File: src/rtl/lsu_pkg.sv
// Shared types and helpers for the load/store unit.
// Pure declarations, no state.
// Access size is derived from one-hot-ish decoder controls.
package lsu_pkg;

  typedef enum logic [1:0] {IDLE, REQ, RESP, DONE} state_t;
  typedef enum logic [1:0] {SZ_B, SZ_H, SZ_W, SZ_D} size_t;

  // Byte wins over half over word; no size bit set means doubleword.
  function automatic size_t size_from_ctrl(input logic is_byte, input logic is_half,
                                           input logic is_word);
    size_t sz;
    if (is_byte)      sz = SZ_B;
    else if (is_half) sz = SZ_H;
    else if (is_word) sz = SZ_W;
    else              sz = SZ_D;
    return sz;
  endfunction

  // Byte enables within the 32-bit memory word for one beat.
  function automatic logic [3:0] byte_en(input size_t size, input logic [1:0] off);
    logic [3:0] be;
    case (size)
      SZ_B:    be = 4'b0001 << off;
      SZ_H:    be = 4'b0011 << off;
      default: be = 4'hF;
    endcase
    return be;
  endfunction

  // Natural alignment check on the low address bits.
  function automatic logic misaligned(input size_t size, input logic [2:0] a);
    logic bad;
    case (size)
      SZ_B:    bad = 1'b0;
      SZ_H:    bad = a[0];
      SZ_W:    bad = |a[1:0];
      default: bad = |a[2:0];
    endcase
    return bad;
  endfunction

endpackage

File: src/rtl/lsu_load_align.sv
// Load alignment: shifts the addressed lane down and sign/zero extends it.
// Purely combinational, zero latency.
// No handshake; the caller decides when the result is captured.
module lsu_load_align
  import lsu_pkg::*;
(
  input  logic [31:0] mem_rdata,
  input  logic [1:0]  offset,
  input  logic [1:0]  size,
  input  logic        sign_ext,
  output logic [63:0] result
);

  logic [31:0] lane;

  // Select the lane and extend it to 64 bits according to the access size.
  always_comb begin
    lane   = mem_rdata >> {offset, 3'b000};
    result = {32'h0, lane};
    case (size)
      SZ_B:    result = {{56{sign_ext & lane[7]}},  lane[7:0]};
      SZ_H:    result = {{48{sign_ext & lane[15]}}, lane[15:0]};
      SZ_W:    result = {{32{sign_ext & lane[31]}}, lane[31:0]};
      default: result = {32'h0, lane};
    endcase
  end

endmodule

File: src/rtl/load_store_unit.sv
// Multi-cycle load/store stage driving a 32-bit req/gnt/rvalid memory port.
// Latency with zero-wait memory: load 3, store 2, dword load 5, dword store 3, misaligned 1.
// Holds the core via stall until the one-cycle done pulse; waits indefinitely on gnt/rvalid.
module load_store_unit
  import lsu_pkg::*;
#(
  parameter int ADDR_W = 32
) (
  input  logic              clk,
  input  logic              rst_n,
  input  logic              read_mem,
  input  logic              esc_mem,
  input  logic              byte_mem,
  input  logic              half_mem,
  input  logic              word_mem,
  input  logic              signal_mem,
  input  logic [63:0]       addr,
  input  logic [63:0]       wdata,
  output logic [63:0]       rdata,
  output logic              done,
  output logic              stall,
  output logic              misaligned,
  output logic              mem_req,
  output logic              mem_we,
  output logic [ADDR_W-1:0] mem_addr,
  output logic [3:0]        mem_be,
  output logic [31:0]       mem_wdata,
  input  logic              mem_gnt,
  input  logic              mem_rvalid,
  input  logic [31:0]       mem_rdata
);

  state_t            state, state_nx;
  size_t             size_q;
  size_t             req_size;
  logic              sign_q, we_q, beat_q, mis_q;
  logic [ADDR_W-1:0] addr_q;
  logic [ADDR_W-1:0] base_addr;
  logic [63:0]       wdata_q, rdata_q;
  logic [63:0]       load_val;
  logic              access;
  logic              last_beat;
  logic              unused_addr;

  assign unused_addr = ^addr[63:ADDR_W];
  assign access      = read_mem | esc_mem;
  assign req_size    = size_from_ctrl(byte_mem, half_mem, word_mem);
  // Only a doubleword needs a second beat; beat_q marks the upper word.
  assign last_beat   = (size_q != SZ_D) | beat_q;

  lsu_load_align u_align (
    .mem_rdata (mem_rdata),
    .offset    (addr_q[1:0]),
    .size      (size_q),
    .sign_ext  (sign_q),
    .result    (load_val)
  );

  // State register; reset drops any in-flight access at once.
  always_ff @(posedge clk or negedge rst_n) begin
    if (!rst_n) state <= IDLE;
    else        state <= state_nx;
  end

  // Next-state logic: one outstanding request, misaligned accesses skip memory.
  always_comb begin
    state_nx = state;
    case (state)
      IDLE: if (access) state_nx = lsu_pkg::misaligned(req_size, addr[2:0]) ? DONE : REQ;
      REQ:  if (mem_gnt) state_nx = we_q ? (last_beat ? DONE : REQ) : RESP;
      RESP: if (mem_rvalid) state_nx = last_beat ? DONE : REQ;
      DONE: state_nx = IDLE;
      default: state_nx = IDLE;
    endcase
  end

  // Latch the access in IDLE, advance the beat and capture load data.
  always_ff @(posedge clk or negedge rst_n) begin
    if (!rst_n) begin
      addr_q  <= '0;
      wdata_q <= '0;
      rdata_q <= '0;
      size_q  <= SZ_B;
      sign_q  <= 1'b0;
      we_q    <= 1'b0;
      beat_q  <= 1'b0;
      mis_q   <= 1'b0;
    end else begin
      case (state)
        IDLE: if (access) begin
          addr_q  <= addr[ADDR_W-1:0];
          wdata_q <= wdata;
          size_q  <= req_size;
          sign_q  <= signal_mem;
          we_q    <= ~read_mem;
          mis_q   <= lsu_pkg::misaligned(req_size, addr[2:0]);
          beat_q  <= 1'b0;
          rdata_q <= '0;
        end
        REQ: if (mem_gnt && we_q && !last_beat) beat_q <= 1'b1;
        RESP: if (mem_rvalid) begin
          if (size_q == SZ_D) begin
            if (beat_q) rdata_q[63:32] <= mem_rdata;
            else begin
              rdata_q[31:0] <= mem_rdata;
              beat_q        <= 1'b1;
            end
          end else begin
            rdata_q <= load_val;
          end
        end
        default: ;
      endcase
    end
  end

  assign done       = (state == DONE);
  assign misaligned = done & mis_q;
  assign stall      = access & ~done;
  assign rdata      = rdata_q;
  assign mem_req    = (state == REQ);
  assign mem_we     = mem_req & we_q;
  assign base_addr  = {addr_q[ADDR_W-1:2], 2'b00};
  assign mem_addr   = mem_req ? (base_addr + (beat_q ? ADDR_W'(4) : ADDR_W'(0))) : '0;
  assign mem_be     = mem_req ? byte_en(size_q, addr_q[1:0]) : 4'h0;

  // Store data replicated across lanes so the byte enables pick the bytes.
  always_comb begin
    mem_wdata = 32'h0;
    if (mem_req) begin
      case (size_q)
        SZ_B:    mem_wdata = {4{wdata_q[7:0]}};
        SZ_H:    mem_wdata = {2{wdata_q[15:0]}};
        SZ_W:    mem_wdata = wdata_q[31:0];
        default: mem_wdata = beat_q ? wdata_q[63:32] : wdata_q[31:0];
      endcase
    end
  end

endmodule

File: config.mk
export PLATFORM = sky130hd
export DESIGN_NAME = load_store_unit
export DESIGN_NICKNAME = d
export VERILOG_FILES = /design/src/rtl/lsu_pkg.sv /design/src/rtl/lsu_load_align.sv /design/src/rtl/load_store_unit.sv
export SDC_FILE = /design/constraint.sdc
export NUM_CORES = 1
export LEC_CHECK = 0
export CAP_MARGIN = 30
export CORE_MARGIN = 2
export CORE_UTILIZATION = 47
export CTS_CLUSTER_DIAMETER = 60
export DETAILED_ROUTE_END_ITERATION = 10
export HOLD_SLACK_MARGIN = 0.1
export PLACE_DENSITY = 0.78
export SLEW_MARGIN = 40
export SYNTH_ARGS = -nofsm -noshare
export SYNTH_HDL_FRONTEND = slang
export SYNTH_HIERARCHICAL = 1
export SYNTH_SLANG_ARGS = --single-unit
File: constraint.sdc
create_clock -name clk -period 3.72 [get_ports clk]
set_clock_uncertainty 0.15 [all_clocks]
set_input_delay 0.372 -clock clk [delete_from_list [all_inputs] [get_ports clk]]
set_output_delay 0.372 -clock clk [all_outputs]
set_load 0.01 [all_outputs]
==> results.py <==
metrics = {
    "route": {
        "vias": 7920,
        "routedWlPerCell_microns": 19.89,
        "drt_iter0_markers": 518,
        "remaining_drc_errors": 0,
        "postRouteAntennaNets": 0,
        "first_pass_iters": 5,
        "vias_per_cell": 5.686,
        "wl_microns": 27700,
    },
    "place": {
        "gp_congestion": 0.8597,
        "place_hpwl_microns": 19970,
        "portBuffers": 272,
    },
    "pwr": {
        "ir_drop_mv": 0.4881,
        "power_density_nw_per_um2": 864.5,
        "leakage_nw": 5.424,
    },
    "sta": {
        "fmax_ghz": 0.2889,
        "tns_ns": 0,
        "setup_viol": 0,
        "finalCritPeriodShare_pct": 93.06,
        "hold_slack_ns": 0.2446,
        "grt_setup_unrepaired": "no",
        "tightest_slew_ns": 0.6772,
        "hold_violations": 0,
        "slew_violations": 0,
        "layout_min_cycle_time_ns": 3.462,
        "slew-limit-headroom_pct": 54.69,
    },
    "cts": {
        "max-clock-path-buffers": 2,
        "clkLatencyLatePin_ns": 0.42,
        "cts_made_buffers": 17,
        "cts_root_buf": "clkbuf_16",
        "cts-htree-levels": 4,
        "postCtsSetupRepairBufs": 0,
        "cts_tree": "yes",
        "clock_sinks": 168,
        "cts.clk_slew.worst_paths_ns": 0.06,
    },
    "synth": {
        "yosys.area.top_type": "dfrtp_1",
        "synth_edf_count": 0,
        "ys_seq_area_share_pct": 43.90,
        "yosysWarnings": 6,
        "yosys-top-cells-area": "dfrtp_1 44%, mux2_2 18%, a22o_1 5.9%",
        "syn_avg_cell_area_sq_um": 10.78,
        "postSynthCellCount": 888,
        "ys_top_cells_by_count": "168 x dfrtp_1, 153 x mux2_2, 95 x nand2_1",
        "ys_ff_latch": 168,
        "yosysUniqueCellTypes": 56,
        "synth_ff_type": "dfrtp_1",
        "async_flop_share_pct": 100.0,
        "yosysMostFrequentCell": "dfrtp_1",
        "synth_top_area_share_pct": 43.90,
        "synth_area_sq_um": 9575,
    },
    "finish": {
        "syn_to_final_growth_pct": 35.08,
        "drive_gt1_share_pct": 20.46,
        "final_net_count": 1282,
        "fill_cells": 1583,
    },
    "die": {
        "die_width_microns": 146.7,
        "start_util_pct": 47.63,
        "placementRows": 52,
        "die-area_sq_um": 21530,
        "num_io_pins": 307,
        "die_h_microns": 146.7,
        "design.core.area_sq_um": 20100,
    },
    "critical_path": {
        "critPathSlowestCell": "clkdlybuf4s50_1",
        "max_stage_delay_ns": 0.58,
        "cp_top_family": "simple AND/OR/NAND/NOR gates",
        "worst_ep_arrival_time_ns": 2.94,
        "cp_max_fo": 19,
        "path_buf_inv": 1,
        "worstPathRequired_ns": 3.20,
        "criticalPathCategory": "register to output pin",
        "crit_start": "addr_q[7]$_DFFE_PN0P_",
        "reg2reg_from": "addr_q[0]$_DFFE_PN0P_",
        "crit_chain": "and4_1, nand4_4, or4_1, a21oi_1, clkdlybuf4s50_1",
        "critPathCaptureType": "output pin",
        "start_kind": "register",
    },
    "run": {
        "cap_violations": 0,
    },
    "global_route": {
        "gr-total-overflow": 0,
        "antenna_found_initial": 4,
        "grt_max_degree": 104,
        "grt_use_total_pct": 25.80,
        "grt_pass1_wl_microns": 43750,
        "grt_pass1_vias": 7954,
    },
    "status": {
        "status": "finished, final reports clean",
    },
    "hold_path": {
        "min_path_type": "input port to asynchronous set/reset pin",
    },
}
## where the power goes
group / internal [W] / switching, W / leakage [nW]
combinational: 0.00306 / 0.00273 / 3.02
sequential: 0.00271 / 0.000801 / 2.10
clock: 0.00108 / 0.000796 / 0.301
total: 0.00685 / 0.00433 / 5.42
## worst paths after layout
| kind | end | slack (ns) | depth (start not counted) |
|---|---|---|---|
| max | mem_addr[20] | 0.26 | 5 |
| min | rdata[56]$_DFFE_PN0P_ | 0.24 | 2 |
| max reg2reg | rdata[49]$_DFFE_PN0P_ | 0.90 | 7 |
| min reg2reg | rdata[59]$_DFFE_PN0P_ | 0.34 | 1 |
| max in group asynchronous | rdata[33]$_DFFE_PN0P_ | 2.18 | 4 |
| min in group clk | rdata[59]$_DFFE_PN0P_ | 0.34 | 1 |
## cell families (layout without fill, tap and decap cells)
kind of cell / Yosys count / in the layout / share of synthesized area (%)
and+or+nand+nor: 209 / 209 / 10.78
AOI/OAI and AO/OA: 195 / 195 / 14.61
muxes: 190 / 190 / 22.20
DFF: 168 / 168 / 43.90
buffers and inverters: 107 / 337 / 6.586
xor gates and xnor gates: 12 / 12 / 1.098
adders and majority gates: 6 / 6 / 0.7840
other: 1 / 6 / 0.03916
## worst reg2reg max path, delay by kind of cell (launching register included)
| kind | cells | cell delay [ns] |
|---|---|---|
| flops | 1 | 0.69 |
| buf+inv | 1 | 0.35 |
| simple gates | 3 | 1.19 |
| compound gates | 2 | 0.25 |
| mux | 1 | 0.14 |
## state kept, by name, summed over array words and instances (netlist names)
signal	cells
mis_q	1
sign_q	1
state	2
we_q	1
beat_q	1
wdata_q	64
size_q	2
rdata	64
addr_q	32
## through the flow
stage / total power [W] / utilization (%) / area, sq um / cells / setup slack [ns]
3_3_place_gp: 0.009159 / 60.98 / 12260 / 1355 / 0.5427
4_1_cts: 0.01124 / 64.13 / 12890 / 1388 / 0.1232
3_5_place_dp: 0.009308 / 61.00 / 12260 / 1355 / 0.4645
6_report: 0.01118 / 64.34 / 12930 / 1393 / 0.2582
2_1_floorplan: 0.007259 / - / 9579 / 889 / 0.7474
5_1_grt: 0.01188 / 64.33 / 12930 / 1392 / 0.1018
## repair_timing
item                                    CTS  global route
endpoints found under the setup margin    2             4
gates resized for setup                   1             2
hold buffers                              1             0
hold endpoints to repair                 99             0
## layout by cell type, fill, tap and decap left out, types with 3 or more instances in the layout
cell	n
mux2_2	153
and2_1	5
xor2_1	9
xnor2_1	3
nor2_2	3
nand3_1	10
a211oi_1	8
and3_1	3
inv_6	5
nor2_1	38
diode_2	4
o21ai_0	25
clkinv_4	3
a31oi_1	16
a221oi_1	8
o31ai_1	12
and3_2	4
ha_1	5
nand2_1	95
a21oi_1	38
mux2i_1	11
inv_1	10
nand4_1	9
clkdlybuf4s50_1	271
or4_1	9
dfrtp_1	165
clkbuf_16	17
or3_1	8
nor2b_1	10
bufinv_16	3
a22o_1	65
buf_4	18
a311oi_1	8
mux2_1	26
and4_1	3
## per-layer routing
layer / wire [microns] / track usage, % / up-vias
li1: - / - / 3659
met1: 11130 / 32.93 / 3905
met2: 13400 / 41.95 / 318
met3: 2602 / 8.571 / 38
met4: 565 / 7.767 / 0
met5: 0 / 0 / -
## layout make-up
cell class,count,area (sq um),share of cell area (%)
antenna,4,10.01,0.07738
clock buffer,19,432.9,3.347
clock inverter,13,182.7,1.412
inverter,11,41.29,0.3192
multi-input combinational,614,4780,36.95
sequential,168,4210,32.55
tap,270,337.8,2.612
timing repair buffer,294,2940,22.73
(Power assumes the default switching activity.)
